<file path="config.mk">
export PLATFORM = sky130hd
export DESIGN_NAME = mem_bus_arbiter_flat
export DESIGN_NICKNAME = d
export VERILOG_FILES = /design/src/rtl/mem_bus_arbiter_if.sv /design/src/rtl/mem_bus_arbiter.sv /design/src/flat_wrapper.sv
export SDC_FILE = /design/constraint.sdc
export NUM_CORES = 1
export LEC_CHECK = 0
export BUFFER_PORTS_ARGS = -buffer_cell sky130_fd_sc_hd__buf_2
export CAP_MARGIN = 30
export CORE_AREA = 2 2 120 122
export DETAILED_ROUTE_END_ITERATION = 6
export DIE_AREA = 0 0 122 124
export PLACE_DENSITY = 0.64
export SLEW_MARGIN = 5
export SYNTH_ARGS = -nofsm -noshare
export SYNTH_HDL_FRONTEND = slang
export SYNTH_SLANG_ARGS = --single-unit
</file>
<file path="constraint.sdc">
create_clock -name clk -period 4.21 [get_ports clk]
set_input_delay 0.6315 -clock clk [delete_from_list [all_inputs] [get_ports clk]]
set_output_delay 0.6315 -clock clk [all_outputs]
set_load 0.02 [all_outputs]
</file>
<file path="src/rtl/mem_bus_arbiter_if.sv">
// Signal bundle between the two pipeline requesters, the shared memory bus
// and the arbiter. The arbiter connects through the slave modport; the
// environment (pipeline stages plus bus) connects through the master modport.
interface mem_bus_arbiter_if;
    // Instruction-fetch requester channel
    logic        inst_req;
    logic        inst_wr;
    logic [1:0]  inst_size;
    logic [31:0] inst_addr;
    logic [31:0] inst_wdata;
    logic        inst_addr_ok;
    logic        inst_data_ok;
    logic [31:0] inst_rdata;

    // Memory-stage data requester channel
    logic        data_req;
    logic        data_wr;
    logic [1:0]  data_size;
    logic [31:0] data_addr;
    logic [31:0] data_wdata;
    logic        data_addr_ok;
    logic        data_data_ok;
    logic [31:0] data_rdata;

    // Pipeline flush (exception / eret)
    logic        flush;

    // Shared SRAM-like bus
    logic        bus_req;
    logic        bus_wr;
    logic [1:0]  bus_size;
    logic [31:0] bus_addr;
    logic [31:0] bus_wdata;
    logic        bus_addr_ok;
    logic        bus_data_ok;
    logic [31:0] bus_rdata;

    // Arbiter side
    modport slave (
        input  inst_req, inst_wr, inst_size, inst_addr, inst_wdata,
        output inst_addr_ok, inst_data_ok, inst_rdata,
        input  data_req, data_wr, data_size, data_addr, data_wdata,
        output data_addr_ok, data_data_ok, data_rdata,
        input  flush,
        output bus_req, bus_wr, bus_size, bus_addr, bus_wdata,
        input  bus_addr_ok, bus_data_ok, bus_rdata
    );

    // Requester / bus side
    modport master (
        output inst_req, inst_wr, inst_size, inst_addr, inst_wdata,
        input  inst_addr_ok, inst_data_ok, inst_rdata,
        output data_req, data_wr, data_size, data_addr, data_wdata,
        input  data_addr_ok, data_data_ok, data_rdata,
        output flush,
        input  bus_req, bus_wr, bus_size, bus_addr, bus_wdata,
        output bus_addr_ok, bus_data_ok, bus_rdata
    );
endinterface

</file>
<file path="src/rtl/mem_bus_arbiter.sv">
// Two-way arbiter for a single SRAM-like memory bus. Data requests win by
// default; a starvation counter forces an instruction grant after
// STARVE_LIMIT consecutive data grants made while inst_req was waiting.
// One transaction is outstanding at a time: attributes are latched at grant,
// the response is routed back to the owner, and a flushed instruction fetch
// still completes on the bus but its response is swallowed.
module mem_bus_arbiter #(
    parameter int STARVE_LIMIT = 4
) (
    input  logic             clk,
    input  logic             rst,
    mem_bus_arbiter_if.slave bus_if
);

    typedef enum logic [1:0] {
        IDLE = 2'd0,
        ADDR = 2'd1,
        DATA = 2'd2
    } state_t;

    localparam logic [3:0] STARVE_LIMIT_W = 4'(STARVE_LIMIT);
    localparam logic       OWNER_INST     = 1'b0;
    localparam logic       OWNER_DATA     = 1'b1;

    state_t      state_q,      state_d;
    logic        owner_q,      owner_d;
    logic        discard_q,    discard_d;
    logic [3:0]  starve_cnt_q, starve_cnt_d;
    logic        lat_wr_q,     lat_wr_d;
    logic [1:0]  lat_size_q,   lat_size_d;
    logic [31:0] lat_addr_q,   lat_addr_d;
    logic [31:0] lat_wdata_q,  lat_wdata_d;

    logic        data_wins;
    logic        bus_req_c;
    logic        inst_addr_ok_c;
    logic        data_addr_ok_c;
    logic        inst_data_ok_c;
    logic        data_data_ok_c;
    logic [31:0] inst_rdata_c;
    logic [31:0] data_rdata_c;

    // State and latched-transaction registers; reset abandons any transaction
    always_ff @(posedge clk or negedge rst) begin
        if (!rst) begin
            state_q      <= IDLE;
            owner_q      <= OWNER_INST;
            discard_q    <= 1'b0;
            starve_cnt_q <= 4'd0;
            lat_wr_q     <= 1'b0;
            lat_size_q   <= 2'd0;
            lat_addr_q   <= 32'd0;
            lat_wdata_q  <= 32'd0;
        end else begin
            state_q      <= state_d;
            owner_q      <= owner_d;
            discard_q    <= discard_d;
            starve_cnt_q <= starve_cnt_d;
            lat_wr_q     <= lat_wr_d;
            lat_size_q   <= lat_size_d;
            lat_addr_q   <= lat_addr_d;
            lat_wdata_q  <= lat_wdata_d;
        end
    end

    // Grant decision, bus handshake sequencing and response routing
    always_comb begin
        state_d        = state_q;
        owner_d        = owner_q;
        discard_d      = discard_q;
        starve_cnt_d   = starve_cnt_q;
        lat_wr_d       = lat_wr_q;
        lat_size_d     = lat_size_q;
        lat_addr_d     = lat_addr_q;
        lat_wdata_d    = lat_wdata_q;
        bus_req_c      = 1'b0;
        inst_addr_ok_c = 1'b0;
        data_addr_ok_c = 1'b0;
        inst_data_ok_c = 1'b0;
        data_data_ok_c = 1'b0;
        inst_rdata_c   = 32'd0;
        data_rdata_c   = 32'd0;

        data_wins = bus_if.data_req &
                    (~bus_if.inst_req | (starve_cnt_q < STARVE_LIMIT_W));

        case (state_q)
            IDLE: begin
                discard_d = 1'b0;
                if (data_wins) begin
                    owner_d     = OWNER_DATA;
                    lat_wr_d    = bus_if.data_wr;
                    lat_size_d  = bus_if.data_size;
                    lat_addr_d  = bus_if.data_addr;
                    lat_wdata_d = bus_if.data_wdata;
                    state_d     = ADDR;
                    if (bus_if.inst_req) begin
                        if (starve_cnt_q != 4'hF) begin
                            starve_cnt_d = starve_cnt_q + 4'd1;
                        end
                    end else begin
                        starve_cnt_d = 4'd0;
                    end
                end else if (bus_if.inst_req) begin
                    owner_d      = OWNER_INST;
                    lat_wr_d     = bus_if.inst_wr;
                    lat_size_d   = bus_if.inst_size;
                    lat_addr_d   = bus_if.inst_addr;
                    lat_wdata_d  = bus_if.inst_wdata;
                    state_d      = ADDR;
                    starve_cnt_d = 4'd0;
                end
            end

            ADDR: begin
                bus_req_c = 1'b1;
                if (bus_if.flush && (owner_q == OWNER_INST)) begin
                    discard_d = 1'b1;
                end
                if (bus_if.bus_addr_ok) begin
                    if (owner_q == OWNER_DATA) begin
                        data_addr_ok_c = 1'b1;
                    end else begin
                        inst_addr_ok_c = 1'b1;
                    end
                    state_d = DATA;
                end
            end

            DATA: begin
                if (bus_if.flush && (owner_q == OWNER_INST)) begin
                    discard_d = 1'b1;
                end
                if (bus_if.bus_data_ok) begin
                    state_d   = IDLE;
                    discard_d = 1'b0;
                    if (!discard_q) begin
                        if (owner_q == OWNER_DATA) begin
                            data_data_ok_c = 1'b1;
                            data_rdata_c   = bus_if.bus_rdata;
                        end else begin
                            inst_data_ok_c = 1'b1;
                            inst_rdata_c   = bus_if.bus_rdata;
                        end
                    end
                end
            end

            default: begin
                state_d = IDLE;
            end
        endcase
    end

    assign bus_if.bus_req      = bus_req_c;
    assign bus_if.bus_wr       = lat_wr_q;
    assign bus_if.bus_size     = lat_size_q;
    assign bus_if.bus_addr     = lat_addr_q;
    assign bus_if.bus_wdata    = lat_wdata_q;
    assign bus_if.inst_addr_ok = inst_addr_ok_c;
    assign bus_if.data_addr_ok = data_addr_ok_c;
    assign bus_if.inst_data_ok = inst_data_ok_c;
    assign bus_if.data_data_ok = data_data_ok_c;
    assign bus_if.inst_rdata   = inst_rdata_c;
    assign bus_if.data_rdata   = data_rdata_c;

endmodule
</file>
<file path="src/flat_wrapper.sv">
// flat-port wrapper written by rule: the top's interface ports become plain ports
module mem_bus_arbiter_flat 
#(
    parameter int STARVE_LIMIT = 4
)
  (clk, rst, bus_if_inst_req, bus_if_inst_wr, bus_if_inst_size, bus_if_inst_addr, bus_if_inst_wdata, bus_if_inst_addr_ok, bus_if_inst_data_ok, bus_if_inst_rdata, bus_if_data_req, bus_if_data_wr, bus_if_data_size, bus_if_data_addr, bus_if_data_wdata, bus_if_data_addr_ok, bus_if_data_data_ok, bus_if_data_rdata, bus_if_flush, bus_if_bus_req, bus_if_bus_wr, bus_if_bus_size, bus_if_bus_addr, bus_if_bus_wdata, bus_if_bus_addr_ok, bus_if_bus_data_ok, bus_if_bus_rdata);
  mem_bus_arbiter_if bus_if_i ();
  input  logic clk;
  input  logic rst;
  input wire logic [$bits(bus_if_i.inst_req)-1:0] bus_if_inst_req;
  input wire logic [$bits(bus_if_i.inst_wr)-1:0] bus_if_inst_wr;
  input wire logic [$bits(bus_if_i.inst_size)-1:0] bus_if_inst_size;
  input wire logic [$bits(bus_if_i.inst_addr)-1:0] bus_if_inst_addr;
  input wire logic [$bits(bus_if_i.inst_wdata)-1:0] bus_if_inst_wdata;
  output wire logic [$bits(bus_if_i.inst_addr_ok)-1:0] bus_if_inst_addr_ok;
  output wire logic [$bits(bus_if_i.inst_data_ok)-1:0] bus_if_inst_data_ok;
  output wire logic [$bits(bus_if_i.inst_rdata)-1:0] bus_if_inst_rdata;
  input wire logic [$bits(bus_if_i.data_req)-1:0] bus_if_data_req;
  input wire logic [$bits(bus_if_i.data_wr)-1:0] bus_if_data_wr;
  input wire logic [$bits(bus_if_i.data_size)-1:0] bus_if_data_size;
  input wire logic [$bits(bus_if_i.data_addr)-1:0] bus_if_data_addr;
  input wire logic [$bits(bus_if_i.data_wdata)-1:0] bus_if_data_wdata;
  output wire logic [$bits(bus_if_i.data_addr_ok)-1:0] bus_if_data_addr_ok;
  output wire logic [$bits(bus_if_i.data_data_ok)-1:0] bus_if_data_data_ok;
  output wire logic [$bits(bus_if_i.data_rdata)-1:0] bus_if_data_rdata;
  input wire logic [$bits(bus_if_i.flush)-1:0] bus_if_flush;
  output wire logic [$bits(bus_if_i.bus_req)-1:0] bus_if_bus_req;
  output wire logic [$bits(bus_if_i.bus_wr)-1:0] bus_if_bus_wr;
  output wire logic [$bits(bus_if_i.bus_size)-1:0] bus_if_bus_size;
  output wire logic [$bits(bus_if_i.bus_addr)-1:0] bus_if_bus_addr;
  output wire logic [$bits(bus_if_i.bus_wdata)-1:0] bus_if_bus_wdata;
  input wire logic [$bits(bus_if_i.bus_addr_ok)-1:0] bus_if_bus_addr_ok;
  input wire logic [$bits(bus_if_i.bus_data_ok)-1:0] bus_if_bus_data_ok;
  input wire logic [$bits(bus_if_i.bus_rdata)-1:0] bus_if_bus_rdata;
  assign bus_if_i.inst_req = bus_if_inst_req;
  assign bus_if_i.inst_wr = bus_if_inst_wr;
  assign bus_if_i.inst_size = bus_if_inst_size;
  assign bus_if_i.inst_addr = bus_if_inst_addr;
  assign bus_if_i.inst_wdata = bus_if_inst_wdata;
  assign bus_if_inst_addr_ok = bus_if_i.inst_addr_ok;
  assign bus_if_inst_data_ok = bus_if_i.inst_data_ok;
  assign bus_if_inst_rdata = bus_if_i.inst_rdata;
  assign bus_if_i.data_req = bus_if_data_req;
  assign bus_if_i.data_wr = bus_if_data_wr;
  assign bus_if_i.data_size = bus_if_data_size;
  assign bus_if_i.data_addr = bus_if_data_addr;
  assign bus_if_i.data_wdata = bus_if_data_wdata;
  assign bus_if_data_addr_ok = bus_if_i.data_addr_ok;
  assign bus_if_data_data_ok = bus_if_i.data_data_ok;
  assign bus_if_data_rdata = bus_if_i.data_rdata;
  assign bus_if_i.flush = bus_if_flush;
  assign bus_if_bus_req = bus_if_i.bus_req;
  assign bus_if_bus_wr = bus_if_i.bus_wr;
  assign bus_if_bus_size = bus_if_i.bus_size;
  assign bus_if_bus_addr = bus_if_i.bus_addr;
  assign bus_if_bus_wdata = bus_if_i.bus_wdata;
  assign bus_if_i.bus_addr_ok = bus_if_bus_addr_ok;
  assign bus_if_i.bus_data_ok = bus_if_bus_data_ok;
  assign bus_if_i.bus_rdata = bus_if_bus_rdata;
  mem_bus_arbiter #(.STARVE_LIMIT(STARVE_LIMIT)) u_core (.clk(clk), .rst(rst), .bus_if(bus_if_i));
endmodule
</file>
==> results of run 1 <==
[critical path, delay by kind of cell, from the launching register on]
family,cells,cell delay [ns]
AND/OR/NAND/NOR,3,0.41
adder cells (fa/ha/maj),1,0.15
flip-flops,1,0.41
buffers and inverters,3,0.52
[layout by cell type (no fill, tap or decap), types with 2 or more instances in the layout]
cell / n
dfrtp_1: 75
nand4_1: 67
clkbuf_16: 9
and2_1: 66
ha_1: 4
inv_1: 2
nand2_1: 139
nor2b_1: 2
bufinv_16: 2
clkinv_2: 3
o21ai_4: 2
buf_4: 10
nand3_1: 2
buf_2: 307
o211ai_1: 67
clkbuf_8: 2
nor2_1: 3
[power groups by stage]
| stage | Combinational [mW] | Sequential, mW | Clock (mW) |
|---|---|---|---|
| floorplan | 1.01 | 1.66 | 0 |
| global placement | 2.14 | 1.30 | 0 |
| detailed placement | 2.17 | 1.30 | 0 |
| CTS | 2.17 | 1.30 | 0.863 |
| global route | 2.35 | 1.34 | 0.894 |
| finish | 2.14 | 1.29 | 0.839 |
[per-stage QoR]
stage                     instance area, um^2  total power, mW  cells
after floorplan                          4200             2.68    497
after global placement                   5840             3.44    943
after detailed placement                 5840             3.48    943
after CTS                                6170             4.33    959
after global routing                     6200             4.58    961
final                                    6200             4.27    961
[routing by layer]
layer | global-route usage | share of wire | vias to the layer above
met2 | 0.364 | 0.52 | 216
li1 | - | - | 2316
met5 | 0 | 0.00069 | -
met3 | 0.0453 | 0.085 | 20
met4 | 0.0690 | 0.015 | 2
met1 | 0.234 | 0.38 | 2250
[flip-flops by register name (all words and copies together) (netlist names)]
signal                   cells
u_core.bus_if.bus_addr      32
u_core.bus_if.bus_size       2
u_core.bus_if.bus_wdata     32
u_core.bus_if.bus_wr         1
u_core.discard_q             1
u_core.owner_q               1
u_core.starve_cnt_q          4
u_core.state_q               2
[worst max path at each step]
stage,startpoint,end,slack [ns],cells past startpoint
after floorplan,bus_if_bus_data_ok,bus_if_inst_rdata[22],1.93,4
after global placement,bus_if_data_req,u_core.bus_if.bus_wdata[6]$_DFFE_PN0P_,1.73,4
after detailed placement,bus_if_data_req,u_core.bus_if.bus_wdata[31]$_DFFE_PN0P_,1.69,4
after CTS,u_core.state_q[0]$_DFFE_PN0P_,bus_if_inst_rdata[31],1.71,7
after global routing,u_core.state_q[0]$_DFFE_PN0P_,bus_if_data_rdata[4],1.58,7
final,u_core.state_q[0]$_DFFE_PN0P_,bus_if_data_rdata[4],1.75,7
[cell type report]
class | instances | share of cell area
multi-input combinational | 369 | 0.342
sequential | 75 | 0.303
timing repair buffer | 318 | 0.264
clock buffer | 11 | 0.0408
tap | 180 | 0.0363
clock inverter | 5 | 0.0121
inverter | 2 | 0.00121
antenna | 1 | 0.000404
[kinds of logic after synthesis]
family / Yosys count / share of synthesized area
buffers and inverters: 53 / 0.0549
AND/OR/NAND/NOR: 285 / 0.340
flip-flops: 75 / 0.447
adder cells (fa/ha/maj): 5 / 0.0149
AO/OA/AOI/OAI: 79 / 0.143
==> out/qor.csv, run 1 <==
stage,metric,value,unit
clock_tree,CTS sink count,75,
worst_setup_path,CP cell instances,inv_1 -> ha_1 -> nand2_1 -> nor3b_2 -> buf_4 -> and2_1 -> buf_2,
yosys,Yosys top cell area share,0.447,
worst_setup_path,"Slowest-stage cell, CP",dfrtp_1,
final_layout,Multi-input gate area,2120,um^2
drt,drt drc,0,
floorplan,row count,43,
yosys,cell taking the most area after synthesis,dfrtp_1,
grt,Total GRT Usage,0.201,
yosys,"Top FF cell, synth",dfrtp_1,
yosys,Yosys Warn Count,0,
pwr,combinational share of power,0.501,
worst_setup_path,Worst R2R Setup Slack,1.97,ns
yosys,syn_area_per_cell,8.44,um^2
yosys,synthesized netlist net count,675,
yosys,fraction of registers with async set/reset,1.00,
yosys,cell count after synthesis,497,
pwr,Seq pwr share,0.303,
drt,DR WL/cell,16.6,um
final_layout,FF/Latch Area,1880,um^2
floorplan,Chip Width,122,um
final_layout,Area growth syn-to-layout,47.7,%
clock_tree,later-pin clock latency in the skew report,0.33,ns
floorplan,Initial Util,0.306,
drt,drt total wl,15900,um
sta,final setup fails,0,
pwr,Leak,3.21,nW
yosys,"top cells by count, synth","nand2_1, dfrtp_1, and2_1, nand4_1, o211ai_1",
sta,final hold slack,0.209,ns
pwr,switching power total,1.91,mW
grt,first-pass GRT wire length,23700,um
drt,drt via density,5.00,
sta,RSZ-0062 raised after global routing,false,
yosys,Seq cells post-synth,75,
clock_tree,"Reg clk slew, reported paths",0.06,ns
yosys,"EDFF count, synth",0,
worst_setup_path,Crit path required time,3.58,ns
yosys,"Seq/Total Area, Yosys",0.447,
pwr,Pwr per Cell Area,689,nW/um^2
clock_tree,TritonCTS clock tree,yes,
worst_setup_path,highest cell delay on the worst timing path,0.41,ns
place,PortBufs,308,
final_layout,fillcell total,1420,
clock_tree,hold buffers post-CTS,0,
worst_setup_path,r2r endpoint,u_core.bus_if.bus_wdata[31]$_DFFE_PN0P_,
clock_tree,CTS Buffer Depth,2,
drt,router iterations before antenna repair,4,
final_layout,layout net count,953,
floorplan,die footprint,15100,um^2
pwr,worst vdd ir,267,uV
grt,vias in the first global route,4577,
pwr,power share of the clock group,0.196,
sta,Final Hold Viols,0,
clock_tree,Clock Root Buffer,clkbuf_16,
worst_setup_path,critical path arrival,1.83,ns
drt,vias,4804,
place,DP Worst Slack,1.69,ns
worst_setup_path,Critical R2R Launch,u_core.state_q[1]$_DFFE_PN0P_,
final_layout,Post-Route Utilization,0.452,
clock_tree,Post CTS Setup Buffer Count,0,
yosys,Synth area leaders,"dfrtp_1, nand2_1, o211ai_1, and2_1, nand4_1",
floorplan,IO Pins,309,
clock_tree,Post-CTS Resized,0,
yosys,Yosys cell types,27,
final_layout,layout cell share with drive strength beyond 1,0.437,
sta,Max-slew headroom,0.399,
clock_tree,CTS Buf Count,9,
grt,largest net degree at the start of global routing,76,
pwr,switching share of power,0.446,
sta,Fmax,0.406,GHz
place,Post-DP HPWL,11700,um
worst_setup_path,R2R cell count,6,
grt,antenna violations before repair,2,
worst_setup_path,Critical Setup Path Class,reg2out,
job,maxcap violations,0,
floorplan,Core ar.,13700,um^2
yosys,Synth Cell Area,4200,um^2
drt,post-route ant nets,0,
worst_setup_path,worst-path maximum fanout,33,
place,GP Congestion,0.795,
clock_tree,H-tree depth,3,
sta,setup TNS,0,ns
grt,total congestion overflow,0,
sta,Final Worst Setup Slack,1.75,ns
drt,First DRT Iteration DRCs,210,
sta,clk_skew,0.00550,ns
yosys,most common cell in the netlist,nand2_1,
worst_setup_path,CP startpoint kind,register,
sta,final worst path period need,2.46,ns
min_path,HP Class,in2async,
run_status,outcome,"finished, final reports clean",
worst_setup_path,endpoint class of the critical path,output pin,
pwr,P_int,2.37,mW
sta,max-slew violations,0,
sta,slew of the pin with the lowest slew margin,0.901,ns
sta,period utilisation layout,0.585,
floorplan,die height,124,um
No activity file was read; power rests on OpenSTA's default activity.
==> run 2, diff against run 1 <==
==> constraint.sdc (replaced) <==
create_clock -name clk -period 2.4 [get_ports clk]
set_input_delay 0.36 -clock clk [delete_from_list [all_inputs] [get_ports clk]]
set_output_delay 0.36 -clock clk [all_outputs]
set_load 0.02 [all_outputs]
==> run 2 against run 1 <==
Against the previous run:
- the run now ends with negative hold slack left
- sequential share of layout area is essentially flat
- via count shrank 1.6%
- non-clock buffer count grew 2
- cell count grew 0.10%
- hold slack lost 0.21 ns
- largest power group unchanged
- critical path type unchanged
- clock skew grew 0.0035 ns
- global-route usage shrank 0.16 points
- total power grew 73%
- sequential power grew 72%
- combinational power grew 79%
- critical path depth is the same
- flip-flop and latch count is the same
- largest cell class unchanged
==> out/qor.csv, run 2 (synthesis results as in run 1) <==
stage,metric,value,unit
run_status,outcome,finished with violations,
run_status,violated checks,negative hold slack,
drt,router iterations before antenna repair,5,
sta,RSZ-0062 raised after global routing,false,
clock_tree,Post-CTS Resized,0,
pwr,Leak,3.20,nW
min_path,HP Class,in2async,
sta,clk_skew,0.00896,ns
clock_tree,CTS Buffer Depth,2,
clock_tree,CTS sink count,75,
worst_setup_path,r2r endpoint,u_core.state_q[1]$_DFFE_PN0P_,
place,PortBufs,308,
place,dpl cell area,5900,um^2
sta,final hold slack,-0.00124,ns
worst_setup_path,Worst R2R Setup Slack,0.72,ns
clock_tree,Post CTS Setup Buffer Count,0,
floorplan,IO Pins,309,
sta,Max-slew headroom,0.490,
clock_tree,hold buffers post-CTS,0,
worst_setup_path,Critical R2R Launch,u_core.state_q[0]$_DFFE_PN0P_,
drt,DR WL/cell,16.5,um
worst_setup_path,CP startpoint kind,register,
sta,period utilisation layout,0.908,
floorplan,Core ar.,13700,um^2
clock_tree,later-pin clock latency in the skew report,0.33,ns
grt,antenna violations before repair,0,
sta,slew of the pin with the lowest slew margin,0.766,ns
sta,Fmax,0.459,GHz
worst_setup_path,Crit path required time,2.04,ns
floorplan,die height,124,um
clock_tree,TritonCTS clock tree,yes,
worst_setup_path,Critical Setup Path Class,reg2out,
floorplan,Chip Width,122,um
worst_setup_path,worst-path maximum fanout,33,
sta,Final Hold Viols,1,
pwr,worst vdd ir,494,uV
grt,largest net degree at the start of global routing,70,
sta,final worst path period need,2.18,ns
final_layout,Ant. Diodes,0,
final_layout,post-route design area,6200,um^2
final_layout,layout net count,955,
drt,drt total wl,15900,um
final_layout,fillcell total,1403,
clock_tree,Clock Root Buffer,clkbuf_16,
final_layout,most frequent cells in the layout,"buf_2, nand2_1, dfrtp_1, nand4_1, o211ai_1",
sta,setup TNS,0,ns
place,GP Congestion,0.811,
sta,Final Worst Setup Slack,0.220,ns
final_layout,"commonest non-fill, non-tap cell in the layout",buf_2,
clock_tree,"Reg clk slew, reported paths",0.06,ns
grt,Total GRT Usage,0.200,
job,maxcap violations,0,
drt,First DRT Iteration DRCs,230,
place,DP Worst Slack,0.559,ns
clock_tree,CTS Buf Count,9,
grt,vias in the first global route,4424,
clock_tree,H-tree depth,3,
floorplan,row count,43,
drt,drt via density,4.91,
final_layout,Area growth syn-to-layout,47.7,%
drt,drt drc,0,
floorplan,Initial Util,0.306,
grt,total congestion overflow,0,
place,Post-DP HPWL,11400,um
drt,post-route ant nets,0,
final_layout,layout cell share with drive strength beyond 1,0.436,
drt,vias,4726,
pwr,power after layout,7.41,mW
worst_setup_path,endpoint class of the critical path,output pin,
pwr,Pwr per Cell Area,1200,nW/um^2
worst_setup_path,critical path arrival,1.82,ns
floorplan,die footprint,15100,um^2
grt,first-pass GRT wire length,23400,um
worst_setup_path,R2R cell count,5,
sta,final setup fails,0,
sta,max-slew violations,0,
## run 2: cell types whose count changed in the layout (fill, tap and decap cells not counted), sizes merged
cell	before	now
diode	1	0
clkinv	3	1
clkbuf	11	12
bufinv	2	1
clkinvlp	0	2
buf	318	320
## run 2: how the worst max path moves through the flow
| stage | from | to | cells after the start |
|---|---|---|---|
| final | u_core.state_q[0]$_DFFE_PN0P_ | bus_if_data_rdata[29] | 7 |
| after global routing | u_core.state_q[0]$_DFFE_PN0P_ | bus_if_data_rdata[3] | 7 |
| after CTS | u_core.state_q[0]$_DFFE_PN0P_ | bus_if_data_rdata[3] | 7 |
| after detailed placement | u_core.state_q[0]$_DFFE_PN0P_ | bus_if_data_rdata[3] | 7 |
| after global placement | u_core.state_q[0]$_DFFE_PN0P_ | bus_if_data_rdata[16] | 7 |
| after floorplan | u_core.state_q[0]$_DFFE_PN0P_ | bus_if_inst_rdata[22] | 6 |
## run 2: layout make-up
class / instances / area, um^2 / area share
Tap cell: 180 / 225 / 0.0363
Timing Repair Buffer: 320 / 1670 / 0.270
Multi-Input combinational cell: 369 / 2120 / 0.342
Clock inverter: 4 / 50.0 / 0.00808
Clock buffer: 12 / 246 / 0.0398
Inverter: 2 / 7.51 / 0.00121
Sequential cell: 75 / 1880 / 0.303
## run 2: layer usage
metal	wire, um	vias to the layer above	GRT usage
li1	-	2316	-
met1	6430	2210	0.236
met2	8190	187	0.365
met3	1100	13	0.0426
met4	182	0	0.0546
met5	0	-	0
## run 2: per-stage QoR
step           std cells   util  hold WS (ns)
3_3_place_gp         946  0.430         0.372
5_1_grt              962  0.452        0.0302
2_1_floorplan        497      -        0.0644
4_1_cts              962  0.452        0.0158
6_report             962  0.452      -0.00124
3_5_place_dp         946  0.430         0.377
## run 2: worst max-delay path: stages (launching register included)
cell and delay [ns]:
dfrtp_1 0.41, inv_1 0.09, ha_1 0.16, nand2_1 0.09, nor3b_2 0.16, buf_4 0.27
and2_1 0.16, buf_2 0.16
## run 2: report_power, final
| group | total [mW] | internal (mW) | switching [mW] | leakage (nW) |
|---|---|---|---|---|
| combinational | 3.83 | 1.33 | 2.50 | 2.14 |
| sequential | 2.22 | 1.89 | 0.332 | 0.920 |
| clock | 1.35 | 0.833 | 0.522 | 0.139 |
==> run 3, diff against run 2 <==
--- a/config.mk
+++ b/config.mk
@@ -10,7 +10,7 @@
 export CORE_AREA = 2 2 120 122
 export DETAILED_ROUTE_END_ITERATION = 6
 export DIE_AREA = 0 0 122 124
-export PLACE_DENSITY = 0.64
+export PLACE_DENSITY = 0.67
 export SLEW_MARGIN = 5
 export SYNTH_ARGS = -nofsm -noshare
 export SYNTH_HDL_FRONTEND = slang
==> constraint.sdc (replaced) <==
create_clock -name clk -period 1.8 [get_ports clk]
set_input_delay 0.27 -clock clk [delete_from_list [all_inputs] [get_ports clk]]
set_output_delay 0.27 -clock clk [all_outputs]
set_load 0.02 [all_outputs]
==> run 3 against run 2 <==
Against the previous run:
- the run ends with negative setup slack left
- critical path depth grew 1
- utilization grew 7.1 points
- sequential power grew 35%
- via count grew 7.7%
- count of clock-buffer cells in the layout shrank 1
- register-to-register slack lost 0.62 ns
- sequential share of layout area shrank 4.1 points
- routed wire length grew 19%
- combinational power grew 57%
- critical endpoint is now bus_if_data_rdata[14]
- largest power group unchanged
==> out/qor.csv, run 3 (synthesis results as in run 1) <==
stage,metric,value,unit
run_status,outcome,finished with violations,
run_status,violated checks,negative setup slack,
worst_setup_path,Critical R2R Launch,u_core.state_q[0]$_DFFE_PN0P_,
clock_tree,H-tree depth,3,
final_layout,fillcell total,1263,
worst_setup_path,most frequent CP cell,buf_6,
grt,vias in the first global route,4590,
clock_tree,CTS Buf Count,9,
pwr,power after layout,11.0,mW
clock_tree,Clock Root Buffer,clkbuf_16,
drt,Highest Signal Layer,met4,
worst_setup_path,Setup crit start,u_core.state_q[0]$_DFFE_PN0P_,
pwr,Pwr per Cell Area,1540,nW/um^2
final_layout,layout net count,975,
clock_tree,TritonCTS clock tree,yes,
floorplan,Core ar.,13700,um^2
place,DP Worst Slack,0.0174,ns
sta,period utilisation layout,1.16,
worst_setup_path,Crit path max-delay family,buffers and inverters,
sta,Final Worst Setup Slack,-0.280,ns
sta,clk_skew,0.00423,ns
drt,drt drc,0,
sta,setup TNS,-13.59,ns
worst_setup_path,"Slowest-stage cell, CP",dfrtp_1,
final_layout,Area growth syn-to-layout,70.9,%
floorplan,row count,43,
sta,Max-slew headroom,0.695,
floorplan,IO Pins,309,
place,GP Congestion,0.831,
drt,drt total wl,19000,um
min_path,Hold Path Origin,bus_if_inst_wdata[24],
drt,M1 WL,7260,um
sta,RSZ-0062 raised after global routing,true,
floorplan,Initial Util,0.306,
drt,vias,5091,
worst_setup_path,CP startpoint kind,register,
floorplan,die height,124,um
drt,First DRT Iteration DRCs,350,
drt,drt via density,5.18,
worst_setup_path,worst-path maximum fanout,8,
place,placed cell count,951,
worst_setup_path,Worst R2R Setup Slack,0.10,ns
grt,first-pass GRT wire length,25500,um
grt,total congestion overflow,0,
place,PortBufs,308,
job,maxcap violations,0,
sta,final setup fails,66,
drt,DR WL met3,1710,um
clock_tree,later-pin clock latency in the skew report,0.34,ns
floorplan,Chip Width,122,um
worst_setup_path,endpoint class of the critical path,output pin,
worst_setup_path,Critical Setup Path Class,reg2out,
drt,router iterations before antenna repair,4,
clock_tree,CTS Buffer Depth,2,
worst_setup_path,CP cell instances,inv_2 -> ha_4 -> nand2_4 -> nor3b_4 -> buf_6 -> clkbuf_16 -> and2_1 -> buf_6,
final_layout,most frequent cells in the layout,"buf_2, nand2_1, dfrtp_1, buf_6",
worst_setup_path,R2R cell count,8,
worst_setup_path,critical path arrival,1.81,ns
drt,met2 WL,9420,um
worst_setup_path,Worst Path Buf+Inv,4,
sta,Fmax,0.481,GHz
final_layout,Layout Cells excl Fill,983,
sta,final hold slack,0.186,ns
grt,Total GRT Usage,0.224,
pwr,worst vdd ir,819,uV
floorplan,die footprint,15100,um^2
clock_tree,CTS sink count,75,
sta,final worst path period need,2.08,ns
clock_tree,"Reg clk slew, reported paths",0.06,ns
worst_setup_path,Crit path required time,1.53,ns
worst_setup_path,highest cell delay on the worst timing path,0.39,ns
worst_setup_path,crit path to,bus_if_data_rdata[14],
sta,Final Hold Viols,0,
drt,DR WL/cell,19.3,um
sta,max-slew violations,0,
pwr,Leak,3.51,nW
final_layout,"commonest non-fill, non-tap cell in the layout",buf_2,
final_layout,layout cell share with drive strength beyond 1,0.529,
place,Post-DP HPWL,12600,um
min_path,HP Class,in2reg,
grt,antenna violations before repair,1,
sta,slew of the pin with the lowest slew margin,0.458,ns
worst_setup_path,r2r endpoint,u_core.bus_if.bus_wdata[23]$_DFFE_PN0P_,
drt,post-route ant nets,0,
worst_setup_path,Levels on crit path,8,
grt,largest net degree at the start of global routing,43,
==> run 3: final cells by class <==
type                       count  area [um^2]  share of cell area
timing repair buffer         340         2410               0.336
multi-input combinational    369         2320               0.323
sequential                    75         1880               0.262
clock buffer                  11          253              0.0352
tap                          180          225              0.0314
clock inverter                 5         75.1              0.0105
inverter                       2         7.51             0.00105
antenna                        1         2.50            0.000349
==> run 3: metrics by stage <==
stage,utilization,instance area [um^2]
5_1_grt,0.522,7170
4_1_cts,0.490,6720
2_1_floorplan,-,4200
6_report,0.523,7170
3_5_place_dp,0.439,6030
3_3_place_gp,0.439,6030
==> run 3: how the worst min path moves through the flow <==
stage / slack (ns) / cells after the start / end
after floorplan: -0.03 / 0 / u_core.bus_if.bus_addr[0]$_DFFE_PN0P_
after global placement: 0.19 / 1 / u_core.bus_if.bus_wdata[19]$_DFFE_PN0P_
after detailed placement: 0.18 / 1 / u_core.bus_if.bus_wdata[19]$_DFFE_PN0P_
after CTS: 0.17 / 3 / u_core.bus_if.bus_addr[22]$_DFFE_PN0P_
after global routing: 0.18 / 3 / u_core.bus_if.bus_wdata[27]$_DFFE_PN0P_
final: 0.19 / 3 / u_core.bus_if.bus_wdata[24]$_DFFE_PN0P_
==> run 3: tightest hold or removal path, cell delays in order <==
cell and delay [ns]:
buf_2 0.09, nand2_1 0.05, o211ai_1 0.07
==> run 3: metal layers <==
metal / GRT usage / up-vias
met5: 0 / -
met4: 0.0848 / 0
met3: 0.0668 / 43
met2: 0.383 / 250
met1: 0.266 / 2446
li1: - / 2352
==> run 3: report_power, final <==
| part | leakage, nW | switching, mW | total (mW) | internal, mW |
|---|---|---|---|---|
| Sequential | 0.918 | 0.471 | 2.99 | 2.52 |
| Combinational | 2.42 | 3.58 | 6.02 | 2.43 |
| Clock | 0.165 | 0.721 | 2.00 | 1.28 |
==> run 3: repair_timing <==
action,in CTS,in global routing
cloned,3,4
hold buffers,1,0
setup buffers,4,4
hold endpoints to repair,20,0
endpoints found under the setup margin,67,74
resized for setup,101,116
pin swaps,15,27
